<file path="src/rtl/fb_pkg.sv">
// Shared types and helpers for the framebuffer arbiter: FSM state encoding,
// pixel word width and the pixel-index to byte-address mapping.
package fb_pkg;

    typedef enum logic [1:0] {
        IDLE    = 2'd0,
        RD_CMD  = 2'd1,
        RD_DATA = 2'd2,
        WR_CMD  = 2'd3
    } fb_state_t;

    localparam int PIX_W = 32;

    // One 32-bit pixel per memory word, so the byte address is base + 4*index.
    function automatic logic [63:0] fb_byte_addr(input logic [63:0] base, input logic [63:0] index);
        return base + (index << 2);
    endfunction

endpackage

</file>
<file path="src/rtl/fb_arbiter_if.sv">
// Avalon-MM style memory port between the arbiter (master) and the framebuffer memory (slave).
// Handshake: a command (mem_read or mem_write) is accepted on the rising edge where it is high
// and mem_waitrequest is low; until then every command field is held stable. Read beats return
// later, one per edge where mem_readdatavalid is high, with no back-pressure.
interface fb_arbiter_if
    import fb_pkg::*;
#(
    parameter int AW  = 32,
    parameter int BCW = 5
);
    logic [AW-1:0]    mem_address;
    logic             mem_read;
    logic             mem_write;
    logic [BCW-1:0]   mem_burstcount;
    logic [PIX_W-1:0] mem_writedata;
    logic [PIX_W-1:0] mem_readdata;
    logic             mem_readdatavalid;
    logic             mem_waitrequest;

    modport master (
        output mem_address, mem_read, mem_write, mem_burstcount, mem_writedata,
        input  mem_readdata, mem_readdatavalid, mem_waitrequest
    );

    modport slave (
        input  mem_address, mem_read, mem_write, mem_burstcount, mem_writedata,
        output mem_readdata, mem_readdatavalid, mem_waitrequest
    );

endinterface

</file>
<file path="src/rtl/fb_arbiter.sv">
// Single-port framebuffer arbiter: display read bursts have strict priority over
// single-word host writes; a frame start re-aligns the read pointer to pixel 0.
module fb_arbiter
    import fb_pkg::*;
#(
    parameter int             HDISP = 800,
    parameter int             VDISP = 480,
    parameter int             BURST = 16,
    parameter int             AW    = 32,
    parameter logic [AW-1:0]  BASE  = '0
)(
    input  logic                             pixel_clk,
    input  logic                             pixel_rst,
    input  logic                             frame_start,
    input  logic                             fifo_low,
    output logic [PIX_W-1:0]                 pix_data,
    output logic                             pix_valid,
    input  logic                             wr_valid,
    input  logic [$clog2(HDISP*VDISP)-1:0]   wr_addr,
    input  logic [PIX_W-1:0]                 wr_data,
    output logic                             wr_ready,
    output fb_state_t                        dbg_state,
    fb_arbiter_if.master                     mem
);

    localparam int NPIX = HDISP * VDISP;
    localparam int IW   = $clog2(NPIX);
    localparam int BCW  = $clog2(BURST) + 1;

    fb_state_t        state, state_n;
    logic [IW-1:0]    rd_ptr, rd_ptr_n;
    logic             restart, restart_n;
    logic [BCW-1:0]   beat_cnt, beat_cnt_n;

    logic [PIX_W-1:0] pix_data_n;
    logic             pix_valid_n;
    logic             wr_ready_n;
    logic [AW-1:0]    addr_n;
    logic             read_n;
    logic             write_n;
    logic [BCW-1:0]   burst_n;
    logic [PIX_W-1:0] wdata_n;

    assign dbg_state = state;

    always_ff @(posedge pixel_clk or posedge pixel_rst) begin
        if (pixel_rst) begin
            state              <= IDLE;
            rd_ptr             <= '0;
            restart            <= 1'b0;
            beat_cnt           <= '0;
            pix_data           <= '0;
            pix_valid          <= 1'b0;
            wr_ready           <= 1'b0;
            mem.mem_address    <= '0;
            mem.mem_read       <= 1'b0;
            mem.mem_write      <= 1'b0;
            mem.mem_burstcount <= '0;
            mem.mem_writedata  <= '0;
        end else begin
            state              <= state_n;
            rd_ptr             <= rd_ptr_n;
            restart            <= restart_n;
            beat_cnt           <= beat_cnt_n;
            pix_data           <= pix_data_n;
            pix_valid          <= pix_valid_n;
            wr_ready           <= wr_ready_n;
            mem.mem_address    <= addr_n;
            mem.mem_read       <= read_n;
            mem.mem_write      <= write_n;
            mem.mem_burstcount <= burst_n;
            mem.mem_writedata  <= wdata_n;
        end
    end

    always_comb begin
        state_n     = state;
        rd_ptr_n    = rd_ptr;
        restart_n   = restart | frame_start;
        beat_cnt_n  = beat_cnt;
        pix_data_n  = pix_data;
        pix_valid_n = 1'b0;
        wr_ready_n  = 1'b0;
        addr_n      = mem.mem_address;
        read_n      = mem.mem_read;
        write_n     = mem.mem_write;
        burst_n     = mem.mem_burstcount;
        wdata_n     = mem.mem_writedata;

        case (state)
            IDLE: begin
                // A pending restart re-aligns the pointer before any read is issued.
                if (restart) begin
                    rd_ptr_n  = '0;
                    restart_n = frame_start;
                end
                if (fifo_low) begin
                    state_n = RD_CMD;
                    read_n  = 1'b1;
                    burst_n = BCW'(BURST);
                    addr_n  = AW'(fb_byte_addr(64'(BASE), 64'(rd_ptr_n)));
                end else if (wr_valid) begin
                    state_n = WR_CMD;
                    write_n = 1'b1;
                    burst_n = BCW'(1);
                    addr_n  = AW'(fb_byte_addr(64'(BASE), 64'(wr_addr)));
                    wdata_n = wr_data;
                end
            end

            RD_CMD: begin
                if (!mem.mem_waitrequest) begin
                    read_n     = 1'b0;
                    rd_ptr_n   = (rd_ptr == IW'(NPIX - BURST)) ? '0 : rd_ptr + IW'(BURST);
                    beat_cnt_n = '0;
                    state_n    = RD_DATA;
                end
            end

            RD_DATA: begin
                // The burst always drains on the memory side; a set restart only suppresses forwarding.
                if (mem.mem_readdatavalid) begin
                    beat_cnt_n = beat_cnt + BCW'(1);
                    if (!restart) begin
                        pix_valid_n = 1'b1;
                        pix_data_n  = mem.mem_readdata;
                    end
                    if (beat_cnt == BCW'(BURST - 1)) begin
                        state_n = IDLE;
                    end
                end
            end

            WR_CMD: begin
                if (!mem.mem_waitrequest) begin
                    write_n    = 1'b0;
                    wr_ready_n = 1'b1;
                    state_n    = IDLE;
                end
            end

            default: state_n = IDLE;
        endcase
    end

endmodule

</file>
<file path="src/flat_wrapper.sv">
// flat-port wrapper written by rule: the top's interface ports become plain ports
module fb_arbiter_flat import fb_pkg::*;
#(
    parameter int             HDISP = 800,
    parameter int             VDISP = 480,
    parameter int             BURST = 16,
    parameter int             AW    = 32,
    parameter logic [AW-1:0]  BASE  = '0
)
  (pixel_clk, pixel_rst, frame_start, fifo_low, pix_data, pix_valid, wr_valid, wr_addr, wr_data, wr_ready, dbg_state, mem_mem_address, mem_mem_read, mem_mem_write, mem_mem_burstcount, mem_mem_writedata, mem_mem_readdata, mem_mem_readdatavalid, mem_mem_waitrequest);
  fb_arbiter_if #(.AW(AW), .BCW(5)) mem_i ();
  input  logic pixel_clk;
  input  logic pixel_rst;
  input  logic frame_start;
  input  logic fifo_low;
  output logic [PIX_W-1:0] pix_data;
  output logic pix_valid;
  input  logic wr_valid;
  input  logic [$clog2(HDISP*VDISP)-1:0] wr_addr;
  input  logic [PIX_W-1:0] wr_data;
  output logic wr_ready;
  output fb_state_t dbg_state;
  output wire logic [$bits(mem_i.mem_address)-1:0] mem_mem_address;
  output wire logic [$bits(mem_i.mem_read)-1:0] mem_mem_read;
  output wire logic [$bits(mem_i.mem_write)-1:0] mem_mem_write;
  output wire logic [$bits(mem_i.mem_burstcount)-1:0] mem_mem_burstcount;
  output wire logic [$bits(mem_i.mem_writedata)-1:0] mem_mem_writedata;
  input wire logic [$bits(mem_i.mem_readdata)-1:0] mem_mem_readdata;
  input wire logic [$bits(mem_i.mem_readdatavalid)-1:0] mem_mem_readdatavalid;
  input wire logic [$bits(mem_i.mem_waitrequest)-1:0] mem_mem_waitrequest;
  assign mem_mem_address = mem_i.mem_address;
  assign mem_mem_read = mem_i.mem_read;
  assign mem_mem_write = mem_i.mem_write;
  assign mem_mem_burstcount = mem_i.mem_burstcount;
  assign mem_mem_writedata = mem_i.mem_writedata;
  assign mem_i.mem_readdata = mem_mem_readdata;
  assign mem_i.mem_readdatavalid = mem_mem_readdatavalid;
  assign mem_i.mem_waitrequest = mem_mem_waitrequest;
  fb_arbiter #(.HDISP(HDISP), .VDISP(VDISP), .BURST(BURST), .AW(AW), .BASE(BASE)) u_core (.pixel_clk(pixel_clk), .pixel_rst(pixel_rst), .frame_start(frame_start), .fifo_low(fifo_low), .pix_data(pix_data), .pix_valid(pix_valid), .wr_valid(wr_valid), .wr_addr(wr_addr), .wr_data(wr_data), .wr_ready(wr_ready), .dbg_state(dbg_state), .mem(mem_i));
endmodule
</file>
<file path="config.mk">
export PLATFORM = sky130hd
export DESIGN_NAME = fb_arbiter_flat
export DESIGN_NICKNAME = d
export VERILOG_FILES = /design/src/rtl/fb_pkg.sv /design/src/rtl/fb_arbiter_if.sv /design/src/rtl/fb_arbiter.sv /design/src/flat_wrapper.sv
export SDC_FILE = /design/constraint.sdc
export NUM_CORES = 1
export LEC_CHECK = 0
export CELL_PAD_IN_SITES_DETAIL_PLACEMENT = 1
export CELL_PAD_IN_SITES_GLOBAL_PLACEMENT = 2
export CORE_UTILIZATION = 29
export DETAILED_ROUTE_END_ITERATION = 8
export GPL_TIMING_DRIVEN = 0
export PLACE_DENSITY_LB_ADDON = 0.1
export SYNTH_ARGS = -nofsm -noshare
export SYNTH_HDL_FRONTEND = slang
export SYNTH_SLANG_ARGS = --single-unit
</file>
<file path="constraint.sdc">
create_clock -name pixel_clk -period 11 [get_ports pixel_clk]
set_clock_uncertainty 0.15 [all_clocks]
set_input_delay 1.65 -clock pixel_clk [delete_from_list [all_inputs] [get_ports pixel_clk]]
set_output_delay 1.65 -clock pixel_clk [all_outputs]
set_load 0.05 [all_outputs]
</file>
[Word-level counts from Yosys, hierarchy flattened]
Cells that the tools add are included.
Storage, ports and cells
  ROM bits: 0
  memories kept: 0
  output and inout port bits: 107
  register bits: 132
  word-level logic and storage cells: 74
  latch bits: 0
  bits of input ports: 90
  memory bits (writable): 0
Cells by class
  multiplexer cells: 31
  shifts and indexed selects: 0
  div/mod/pow operators: 0
  reduce and logical (&&, ||, !) cells: 13
  $mul: 0
  add/subtract/negate cells: 2
  equal/unequal tests: 13
  magnitude comparators: 0
  bitwise operators: 3
Operator list (number)
  32-bit 2-to-1 mux: 2
  19-bit 2-to-1 mux: 3
  19-bit case mux with 2 select lines: 1
  5-bit 2-to-1 mux: 4
  19-bit by 5-bit adder with 19-bit output, second input constant: 1
  19-bit equality test, second input constant: 1
  2-bit 2-to-1 mux: 6
  2-bit != test, second input constant: 6
  3-bit AND reduction: 4
  1-bit 2-to-1 mux: 11
  5-bit case mux with 2 select lines: 1
  2-bit case mux with 4 select lines: 1
  2-bit nonzero test: 4
  5-bit by 1-bit adder with 5-bit output, second input constant: 1
  5-bit by 4-bit equality test with 1-bit output, second input constant: 1
  5-bit AND reduction: 1
  2-bit equality test, second input constant: 2
  1-bit case mux with 2 select lines: 2
  2-bit AND reduction: 2
  4-bit AND reduction: 1
  3-bit != test, second input constant: 1
  2-bit by 1-bit equality test with 1-bit output, second input constant: 1
  2-bit zero test: 1
  2-bit by 1-bit != test with 1-bit output, second input constant: 1
  other kinds (2): 3

[Longest topological paths before layout]
Gate-level depths: netlist of the first run.
  depth in word-level cells: 4
  mapped depth: 7
  mapped depth without buffers: 6

[Least setup slack after synthesis of the first run]
Ideal clock, no wire load.
  path type: input port to flip-flop
  start: input fifo_low
  end: register u_core.mem.mem_writedata[0]
  data required time: 10.725 ns
  slack: 7.986 ns
  arrival time: 2.739 ns
  buffers on the path: 1
  cell stages on the path: 4
  cell sequence: nand2b_1 > nor3_1 > buf_2 > mux2_2
On the way
  cells in the longest elaborated chain, start to end: 2
RTL lines
  start, declared: RTL line flat_wrapper.sv:15  | input logic fifo_low;
  1-bit inverter (no line)
  3-bit AND reduction (no line)
  end signal, assigned: RTL line fb_arbiter.sv:72  | mem.mem_writedata <= wdata_n;
  end, declared: RTL line fb_arbiter_if.sv:21  | output mem_address, mem_read, mem_write, mem_burstcount, mem_writedata,
Every way passes these cells.
A chain may end at the register's enable or synchronous reset.

[Final worst setup path of the first run]
  start: input fifo_low
  end: register u_core.mem.mem_writedata[19]
The elaborated chain is that of the path after synthesis.

==> results.py, run 1 <==
metrics = {
    "setup_path": {
        "startpoint_type": "primary input",
        "critPathKind": "in2reg",
        "critPathMaxStageDelay_ns": 0.68,
        "slowest_stage": "nor3_1",
        "cp_num_buf_inv": 2,
        "path_max_fanout": 10,
        "path_delay_family": "buffers and inverters",
        "path_cells": "clkdlybuf4s50_1 -> nand2b_1 -> nor3_1 -> buf_2 -> mux2_2",
        "required_ns": 11.15,
        "critical_path_arrival_ns": 3.82,
        "crit_path_end_kind": "register",
    },
    "global_routing": {
        "grt_first_pass_wirelength_microns": 22900,
        "overflow": 0,
        "first_global_vias": 4331,
        "grt.total_usage_pct": 16.9,
        "grt_antenna_before_repair": 1,
        "grt_max_degree": 93,
    },
    "finish": {
        "nFillCells": 1781,
        "final_cells": 842,
        "antenna_cells": 0,
        "final_common_cell": "clkdlybuf4s50_1",
        "syn2layout_area_growth_pct": 56.3,
        "drive_gt1_share_pct": 20.9,
        "final_nets": 702,
        "final_cell_mix": "179 x clkdlybuf4s50_1, 116 x dfrtp_1, 64 x mux2_2",
    },
    "power": {
        "vdd_drop_max_uv": 137,
        "swShare_pct": 43.4,
        "p_leak_nw": 3.41,
        "intPower_mw": 1.41,
        "p_sw_mw": 1.08,
        "seq_power_share_pct": 27.6,
        "cellPowerDensity_nw_per_um2": 325,
        "power_frac_clock_pct": 22.7,
        "combinationalPowerShare_pct": 49.7,
    },
    "drt": {
        "drc": 0,
        "wirelength_microns": 14000,
        "firstDrtPassIters": 6,
        "drt_iter0_drc": 185,
        "vias": 3950,
        "wl_per_cell_microns": 16.6,
        "viasPerCell": 4.69,
        "ant_nets": 0,
    },
    "place": {
        "place_congestion": 0.745,
        "dpl.hpwl_microns": 10000,
        "port_buffers": 179,
        "post-place-ws_ns": 6.78,
        "place_inst": 810,
    },
    "sta": {
        "fin_ws_ns": 7.33,
        "fin_tns_setup_ns": 0,
        "whs_ns": 0.339,
        "hold_viol_final": 0,
        "setup_viol": 0,
        "maxSlewHeadroom_pct": 41.3,
        "period_needed_ns": 3.67,
        "rsz0062_at_grt": "no",
        "finalCritPeriodShare_pct": 33.3,
        "worst_pin_slew_ns": 0.874,
        "slew_violations": 0,
        "max_freq_mhz": 273,
    },
    "clock_tree": {
        "cts_sinks": 116,
        "cts_buffers": 17,
        "cts_hold_buf": 0,
        "ctsResizeCount": 0,
        "h-tree-depth": 4,
        "clockBufferDepth": 2,
        "clock_latency_ns": 0.41,
        "clockRootBuffer": "clkbuf_16",
        "tritoncts": "built",
        "postCtsSetupBuffers": 0,
        "cts.clk_slew.worst_paths_ns": 0.06,
    },
    "die": {
        "floorplan.initialDensity_pct": 29.7,
        "core-area_sq_um": 16600,
        "rows": 47,
        "dieArea_sq_um": 17500,
        "boundaryPins": 197,
        "die_height_microns": 132,
        "die_x_microns": 132,
    },
    "logic_synthesis": {
        "syn_avg_cell_area_sq_um": 12.5,
        "ys.flop_type": "dfrtp_1",
        "ys_ff_latch": 116,
        "synth_area_sq_um": 4920,
        "synth.distinct_cells": 43,
        "synth_seq_area_share_pct": 59.0,
        "async_flop_share_pct": 100,
        "synth_edf_count": 0,
        "syn_inst": 395,
        "ys.warnings.count": 0,
    },
    "flow_run": {
        "drv_cap": 0,
    },
    "min_path": {
        "min_path_type": "reg2reg",
    },
    "status": {
        "outcome": "completed",
    },
}
-- area by class of cell --
class	instances	area, sq um	share of cell area [%]
buffer	36	208	2.70
inverter	24	95.1	1.24
timing repair buffer	180	1820	23.7
multi-input combinational	234	1770	23.1
tap	220	275	3.58
clock buffer	22	484	6.30
sequential	116	2900	37.8
clock inverter	10	128	1.66
-- synth_stat cells (3+ instances only) --
| cell | n | area (sq um) |
|---|---|---|
| dfrtp_1 | 116 | 2900 |
| nand2_1 | 22 | 82.6 |
| nand3_1 | 12 | 60.1 |
| nor2_1 | 15 | 56.3 |
| buf_2 | 10 | 50.1 |
| inv_1 | 24 | 90.1 |
| ha_1 | 3 | 37.5 |
| buf_4 | 16 | 120 |
| a21oi_1 | 14 | 70.1 |
| a31oi_1 | 3 | 18.8 |
| clkbuf_1 | 10 | 37.5 |
| and3_1 | 4 | 25.0 |
| o21ai_0 | 13 | 65.1 |
| nor3_1 | 4 | 20.0 |
| nor2b_1 | 6 | 37.5 |
| mux2_2 | 64 | 721 |
| a22o_1 | 5 | 43.8 |
| a222oi_1 | 19 | 190 |
| xor2_1 | 3 | 26.3 |
-- per-stage QoR --
step	instance area, sq um	total power, mW	utilization [%]
after floorplan	4970	1.50	-
after global placement	7040	1.92	42.5
after detailed placement	7070	1.95	42.7
after CTS	7690	2.53	46.3
after global routing	7690	2.62	46.3
final	7690	2.50	46.3
-- worst reg2reg max path, cell delays in order, from the launching register on --
cell,delay [ns]
dfrtp_1,0.37
buf_2,0.17
inv_1,0.19
and3_1,0.19
clkbuf_1,0.50
clkbuf_1,0.47
a222oi_1,0.18
inv_1,0.09
-- logic make-up after synthesis --
family / count (synthesis) / synth area share, %
buffers and inverters: 60 / 6.05
other: 1 / 0.0762
flip-flops: 116 / 59.0
multiplexers: 65 / 14.9
XOR/XNOR: 4 / 0.712
adder cells (fa/ha/maj): 3 / 0.763
AO/OA/AOI/OAI: 70 / 10.6
AND/OR/NAND/NOR: 76 / 7.94
-- power groups by stage --
stage          clock network, mW  logic [mW]  registers, mW
2_1_floorplan                  0       0.278           1.23
3_3_place_gp                   0        1.24          0.688
3_5_place_dp                   0        1.25          0.700
4_1_cts                    0.583        1.25          0.695
5_1_grt                    0.600        1.30          0.715
6_report                   0.567        1.24          0.691
-- layer usage --
metal  routed length, microns  global-route usage [%]  share of wire, %
met2                     6490                    26.4                46
met4                      261                    7.28               1.9
met5                       12                       0             0.086
met1                     6260                    21.6                45
met3                      930                    5.31               6.7
-- worst paths after layout --
| check | start | to | slack (ns) | cells after the start |
|---|---|---|---|---|
| setup reg to reg | u_core.dbg_state[1]$_DFFE_PP0P_ | u_core.mem.mem_address[10]$_DFFE_PP0P_ | 8.63 | 7 |
| min in group asynchronous | pixel_rst | u_core.mem.mem_address[14]$_DFFE_PP0P_ | 1.41 | 2 |
| setup / recovery | fifo_low | u_core.mem.mem_writedata[19]$_DFFE_PP0P_ | 7.33 | 5 |
| max in group asynchronous | pixel_rst | u_core.mem.mem_writedata[6]$_DFFE_PP0P_ | 8.55 | 3 |
| hold reg to reg | u_core.mem.mem_address[2]$_DFFE_PP0P_ | u_core.mem.mem_address[2]$_DFFE_PP0P_ | 0.34 | 2 |
| hold / removal | u_core.mem.mem_address[2]$_DFFE_PP0P_ | u_core.mem.mem_address[2]$_DFFE_PP0P_ | 0.34 | 2 |
-- flip-flops by register name, summed over array words and instances (netlist names) --
register / flops
u_core.beat_cnt: 5
u_core.dbg_state: 2
u_core.mem.mem_address: 19
u_core.mem.mem_burstcount: 2
u_core.mem.mem_read: 1
u_core.mem.mem_write: 1
u_core.mem.mem_writedata: 32
u_core.pix_data: 32
u_core.pix_valid: 1
u_core.rd_ptr: 19
u_core.restart: 1
u_core.wr_ready: 1
No activity file was read; power rests on OpenSTA's default activity.
==> run 2: changes to the inputs <==
Settings changed: CORE_UTILIZATION 29 to 27.
Clock period 11 ns to 3.7 ns, I/O delays scaled along.
==> run 2 against run 1 <==
Effect of this change: setup slack worse by 6.2 ns; final area fell by 0.46%; global-route usage fell by 1.4 points; clock-buffer cell count fell by 3; die area grew 7.3%; first-iteration DRC count is 13% lower; wire length barely moved; clock power rose to 2.6 times the previous value; critical path type unchanged; register-to-register slack got worse by 7.2 ns; final cell count up 0.83%; sequential power rose to 3.0 times the previous value; critical path depth unchanged.
==> results.py, run 2 (same netlist as run 1, synthesis figures left out) <==
metrics = {
    "finish": {
        "antenna_cells": 0,
        "seq_area_sq_um": 2900,
        "final_common_cell": "clkdlybuf4s50_1",
        "drive_gt1_share_pct": 21.3,
        "multi_input_area_sq_um": 1770,
        "final_nets": 704,
        "nFillCells": 1862,
        "syn2layout_area_growth_pct": 55.6,
        "reg_top3": "u_core.mem.mem_writedata: 32 flops, u_core.pix_data: 32 flops",
        "final_cell_mix": "179 x clkdlybuf4s50_1, 116 x dfrtp_1, 64 x mux2_2",
        "postLayoutCoreUtil_pct": 43.6,
        "final_cells": 849,
    },
    "die": {
        "die_x_microns": 137,
        "floorplan.initialDensity_pct": 28.0,
        "rows": 48,
        "core-area_sq_um": 17500,
        "dieArea_sq_um": 18800,
        "die_height_microns": 137,
        "boundaryPins": 197,
    },
    "setup_path": {
        "reg2reg_from": "u_core.dbg_state[1]$_DFFE_PP0P_",
        "r2r_end": "u_core.mem.mem_writedata[12]$_DFFE_PP0P_",
        "path_cells": "clkdlybuf4s50_1 -> nand2b_1 -> nor3_1 -> buf_2 -> mux2_2",
        "critPathKind": "in2reg",
        "rrSetupSlack_ns": 1.43,
        "startpoint_type": "primary input",
        "r2r_cells": 4,
        "required_ns": 3.84,
        "critical_path_arrival_ns": 2.70,
        "critPathMaxStageDelay_ns": 0.67,
        "path_max_fanout": 10,
        "crit_path_end_kind": "register",
        "slowest_stage": "nor3_1",
    },
    "clock_tree": {
        "cts.clk_slew.worst_paths_ns": 0.05,
        "tritoncts": "built",
        "ctsResizeCount": 0,
        "h-tree-depth": 4,
        "clockRootBuffer": "clkbuf_16",
        "postCtsSetupBuffers": 0,
        "clockBufferDepth": 2,
        "cts_hold_buf": 0,
        "cts_buffers": 17,
        "cts_sinks": 116,
        "clock_latency_ns": 0.41,
    },
    "sta": {
        "worst_pin_slew_ns": 0.853,
        "fin_ws_ns": 1.13,
        "fin_tns_setup_ns": 0,
        "period_needed_ns": 2.57,
        "slew_violations": 0,
        "maxSlewHeadroom_pct": 42.7,
        "hold_viol_final": 0,
        "finalCritPeriodShare_pct": 69.4,
        "max_freq_mhz": 390,
        "setup_viol": 0,
        "rsz0062_at_grt": "no",
    },
    "drt": {
        "wirelength_microns": 13900,
        "drc": 0,
        "vias": 3946,
        "viasPerCell": 4.65,
        "wl_per_cell_microns": 16.4,
        "drt_iter0_drc": 161,
        "ant_nets": 0,
        "firstDrtPassIters": 5,
    },
    "min_path": {
        "min_path_type": "reg2reg",
        "hold_end": "u_core.mem.mem_address[8]$_DFFE_PP0P_",
        "holdPathStages": 2,
        "min-delay-start": "u_core.mem.mem_address[8]$_DFFE_PP0P_",
    },
    "global_routing": {
        "grt_antenna_before_repair": 0,
        "overflow": 0,
        "grt.total_usage_pct": 15.6,
        "first_global_vias": 4158,
        "grt_max_degree": 41,
        "grt_first_pass_wirelength_microns": 22000,
    },
    "power": {
        "total_power_mw": 7.20,
        "cellPowerDensity_nw_per_um2": 941,
        "p_leak_nw": 3.38,
        "vdd_drop_max_uv": 444,
    },
    "place": {
        "post-place-ws_ns": 0.514,
        "place_inst": 817,
        "port_buffers": 179,
        "dpl.hpwl_microns": 10400,
        "place_congestion": 0.738,
    },
    "flow_run": {
        "drv_cap": 0,
    },
    "status": {
        "outcome": "completed",
    },
}
-- run 2: worst max path at each step --
stage              start                                  endpoint  slack (ns)  cells after the start
3_5_place_dp    fifo_low  u_core.mem.mem_writedata[19]$_DFFE_PP0P_        0.51                      5
6_report        fifo_low  u_core.mem.mem_writedata[12]$_DFFE_PP0P_        1.13                      5
2_1_floorplan  pixel_rst            u_core.beat_cnt[0]$_DFFE_PP0P_        1.58                      1
4_1_cts         fifo_low  u_core.mem.mem_writedata[12]$_DFFE_PP0P_        1.02                      5
5_1_grt         fifo_low   u_core.mem.mem_writedata[7]$_DFFE_PP0P_        0.93                      5
3_3_place_gp   pixel_rst  u_core.mem.mem_writedata[10]$_DFFE_PP0P_        0.32                      2
-- run 2: worst max-delay path, delay by kind of cell --
family / cells / cell delay [ns]
buffers and inverters: 2 / 0.89
AND/OR/NAND/NOR: 2 / 0.89
multiplexers: 1 / 0.37
-- run 2: final cells by class --
type                    instances  area share, %
clock buffers                  19           5.92
plain buffers                  36           2.71
multi-input cells             234           23.2
flip-flops and latches        116           37.9
inverters                      24           1.23
well taps                     225           3.68
repair buffers                182           24.2
clock inverters                13           1.13
-- run 2: metal layers --
metal  vias to the layer above  GRT usage (%)  wire [microns]
li1                       1824              -               -
met3                        10           6.93            1570
met4                         0           6.11             138
met2                       183           23.5            5980
met1                      1929           19.4            6250
met5                         -              0               0
-- run 2: stage by stage --
stage / instance area [sq um] / hold WS, ns
2_1_floorplan: 4980 / 0.338
3_3_place_gp: 7050 / 0.322
3_5_place_dp: 7110 / 0.326
4_1_cts: 7650 / 0.333
5_1_grt: 7650 / 0.356
6_report: 7650 / 0.335
-- run 2: report_power, final --
part / total [mW] / leakage (nW) / internal [mW] / switching (mW)
registers: 2.06 / 1.46 / 1.77 / 0.289
logic: 3.68 / 1.66 / 1.32 / 2.36
clock network: 1.46 / 0.260 / 0.883 / 0.576
==> run 3: changes to the inputs <==
Clock period 3.7 ns to 2.45 ns, I/O delays scaled along.
==> run 3 against run 2 <==
Effect of this change: via count barely moved; sequential share of layout area is essentially flat; clock power up 51%; die area unchanged; critical endpoint is now u_core.rd_ptr[13]$_DFFE_PP0P_; highest routed layer unchanged.
==> results.py, run 3 (same netlist as run 1, synthesis figures left out) <==
metrics = {
    "setup_path": {
        "path_common_cell": "nand2_1",
        "critPathMaxStageDelay_ns": 0.44,
        "r2r_end": "u_core.rd_ptr[13]$_DFFE_PP0P_",
        "r2r_cells": 6,
        "critical_path_arrival_ns": 2.40,
        "critPathLaunch": "u_core.dbg_state[0]$_DFFE_PP0P_",
        "path_max_fanout": 10,
        "reg2reg_from": "u_core.dbg_state[0]$_DFFE_PP0P_",
        "rrSetupSlack_ns": 0.22,
        "crit_path_end_kind": "register",
        "slowest_stage": "dfrtp_1",
        "critPathKind": "reg2reg",
        "startpoint_type": "register",
        "path_cells": "nor2b_1 -> nand2_1 -> a31oi_2 -> buf_2 -> nand2_1 -> o21ai_0",
        "required_ns": 2.62,
    },
    "clock_tree": {
        "clock_latency_ns": 0.41,
        "cts_hold_buf": 0,
        "postCtsSetupBuffers": 0,
        "clockRootBuffer": "clkbuf_16",
        "tritoncts": "built",
        "clockBufferDepth": 2,
        "h-tree-depth": 4,
        "cts_sinks": 116,
        "cts.clk_slew.worst_paths_ns": 0.05,
        "cts_buffers": 17,
        "ctsResizeCount": 1,
    },
    "power": {
        "total_power_mw": 10.9,
        "cellPowerDensity_nw_per_um2": 1420,
        "p_leak_nw": 3.38,
        "vdd_drop_max_uv": 671,
    },
    "global_routing": {
        "use_met1_pct": 19.4,
        "met3_usage_pct": 6.89,
        "busiest_layer": "met2",
        "use_met2_pct": 23.6,
        "grt_antenna_before_repair": 0,
        "first_global_vias": 4170,
        "overflow": 0,
        "grt_first_pass_wirelength_microns": 22000,
        "grt_max_degree": 41,
        "grt.total_usage_pct": 15.6,
    },
    "drt": {
        "ant_nets": 0,
        "firstDrtPassIters": 5,
        "wirelength_microns": 14000,
        "drc": 0,
        "vias": 3947,
        "viasPerCell": 4.65,
        "wl_per_cell_microns": 16.5,
        "drt_iter0_drc": 164,
    },
    "finish": {
        "seq_area_sq_um": 2900,
        "final_cell_mix": "179 x clkdlybuf4s50_1, 116 x dfrtp_1, 64 x mux2_2",
        "antenna_cells": 0,
        "nFillCells": 1861,
        "final_nets": 703,
        "reg_top3": "u_core.mem.mem_writedata: 32 flops, u_core.pix_data: 32 flops",
        "final_common_cell": "clkdlybuf4s50_1",
        "syn2layout_area_growth_pct": 55.6,
        "multi_input_area_sq_um": 1780,
        "drive_gt1_share_pct": 21.5,
    },
    "sta": {
        "slew_violations": 0,
        "max_freq_mhz": 448,
        "worst_pin_slew_ns": 0.800,
        "rsz0062_at_grt": "no",
        "maxSlewHeadroom_pct": 46.5,
        "setup_viol": 0,
        "finalCritPeriodShare_pct": 91.0,
        "period_needed_ns": 2.23,
        "whs_ns": 0.156,
        "hold_viol_final": 0,
    },
    "die": {
        "die_x_microns": 137,
        "dieArea_sq_um": 18800,
        "rows": 48,
        "die_height_microns": 137,
        "core-area_sq_um": 17500,
        "floorplan.initialDensity_pct": 28.0,
        "boundaryPins": 197,
    },
    "flow_run": {
        "drv_cap": 0,
    },
    "place": {
        "port_buffers": 179,
        "dpl.hpwl_microns": 10400,
        "place_congestion": 0.738,
    },
    "status": {
        "outcome": "completed",
    },
    "min_path": {
        "min_path_type": "in2async",
    },
}
[run 3: changes by cell type in the layout (fill, tap and decap cells not counted), sizes merged]
cell,delta
clkbuf,-1
[run 3: worst max path at each step]
| stage | end | depth (start not counted) |
|---|---|---|
| global placement | u_core.mem.mem_writedata[10]$_DFFE_PP0P_ | 2 |
| CTS | u_core.mem.mem_address[7]$_DFFE_PP0P_ | 7 |
| finish | u_core.rd_ptr[13]$_DFFE_PP0P_ | 6 |
| global route | u_core.rd_ptr[11]$_DFFE_PP0P_ | 6 |
| detailed placement | u_core.mem.mem_writedata[19]$_DFFE_PP0P_ | 5 |
| floorplan | u_core.pix_data[10]$_DFFE_PP0P_ | 5 |
[run 3: per-layer routing]
layer	routed length [microns]	vias to the layer above
li1	-	1828
met1	6290	1929
met2	5940	176
met3	1530	14
met4	192	0
met5	0	-
[run 3: worst max-delay path, delay by kind of cell (launching register included)]
kind / cells / cell delay (ns)
buf+inv: 1 / 0.32
simple gates: 3 / 0.67
flops: 1 / 0.44
compound gates: 2 / 0.56
[run 3: where the power goes]
part	internal [mW]	leakage [nW]	switching, mW	total [mW]
combinational	1.99	1.66	3.57	5.56
sequential	2.67	1.46	0.438	3.11
clock	1.33	0.260	0.874	2.21
[run 3: metrics by stage]
step,setup TNS [ns],setup slack (ns),cell area [sq um],utilization (%),instances
2_1_floorplan,0,0.365,4980,-,410
6_report,0,0.220,7650,43.6,848
3_5_place_dp,-26.14,-0.549,7110,40.6,817
4_1_cts,0,0.0836,7660,43.7,849
5_1_grt,0,0.0306,7650,43.6,848
3_3_place_gp,-104.03,-0.747,7050,40.2,814
[run 3: area by class of cell]
cell class / count / share of cell area [%]
Sequential cell: 116 / 37.9
Timing Repair Buffer: 182 / 24.2
Multi-Input combinational cell: 234 / 23.3
Clock buffer: 19 / 5.92
Tap cell: 225 / 3.68
Buffer: 35 / 2.67
Inverter: 24 / 1.23
Clock inverter: 13 / 1.13
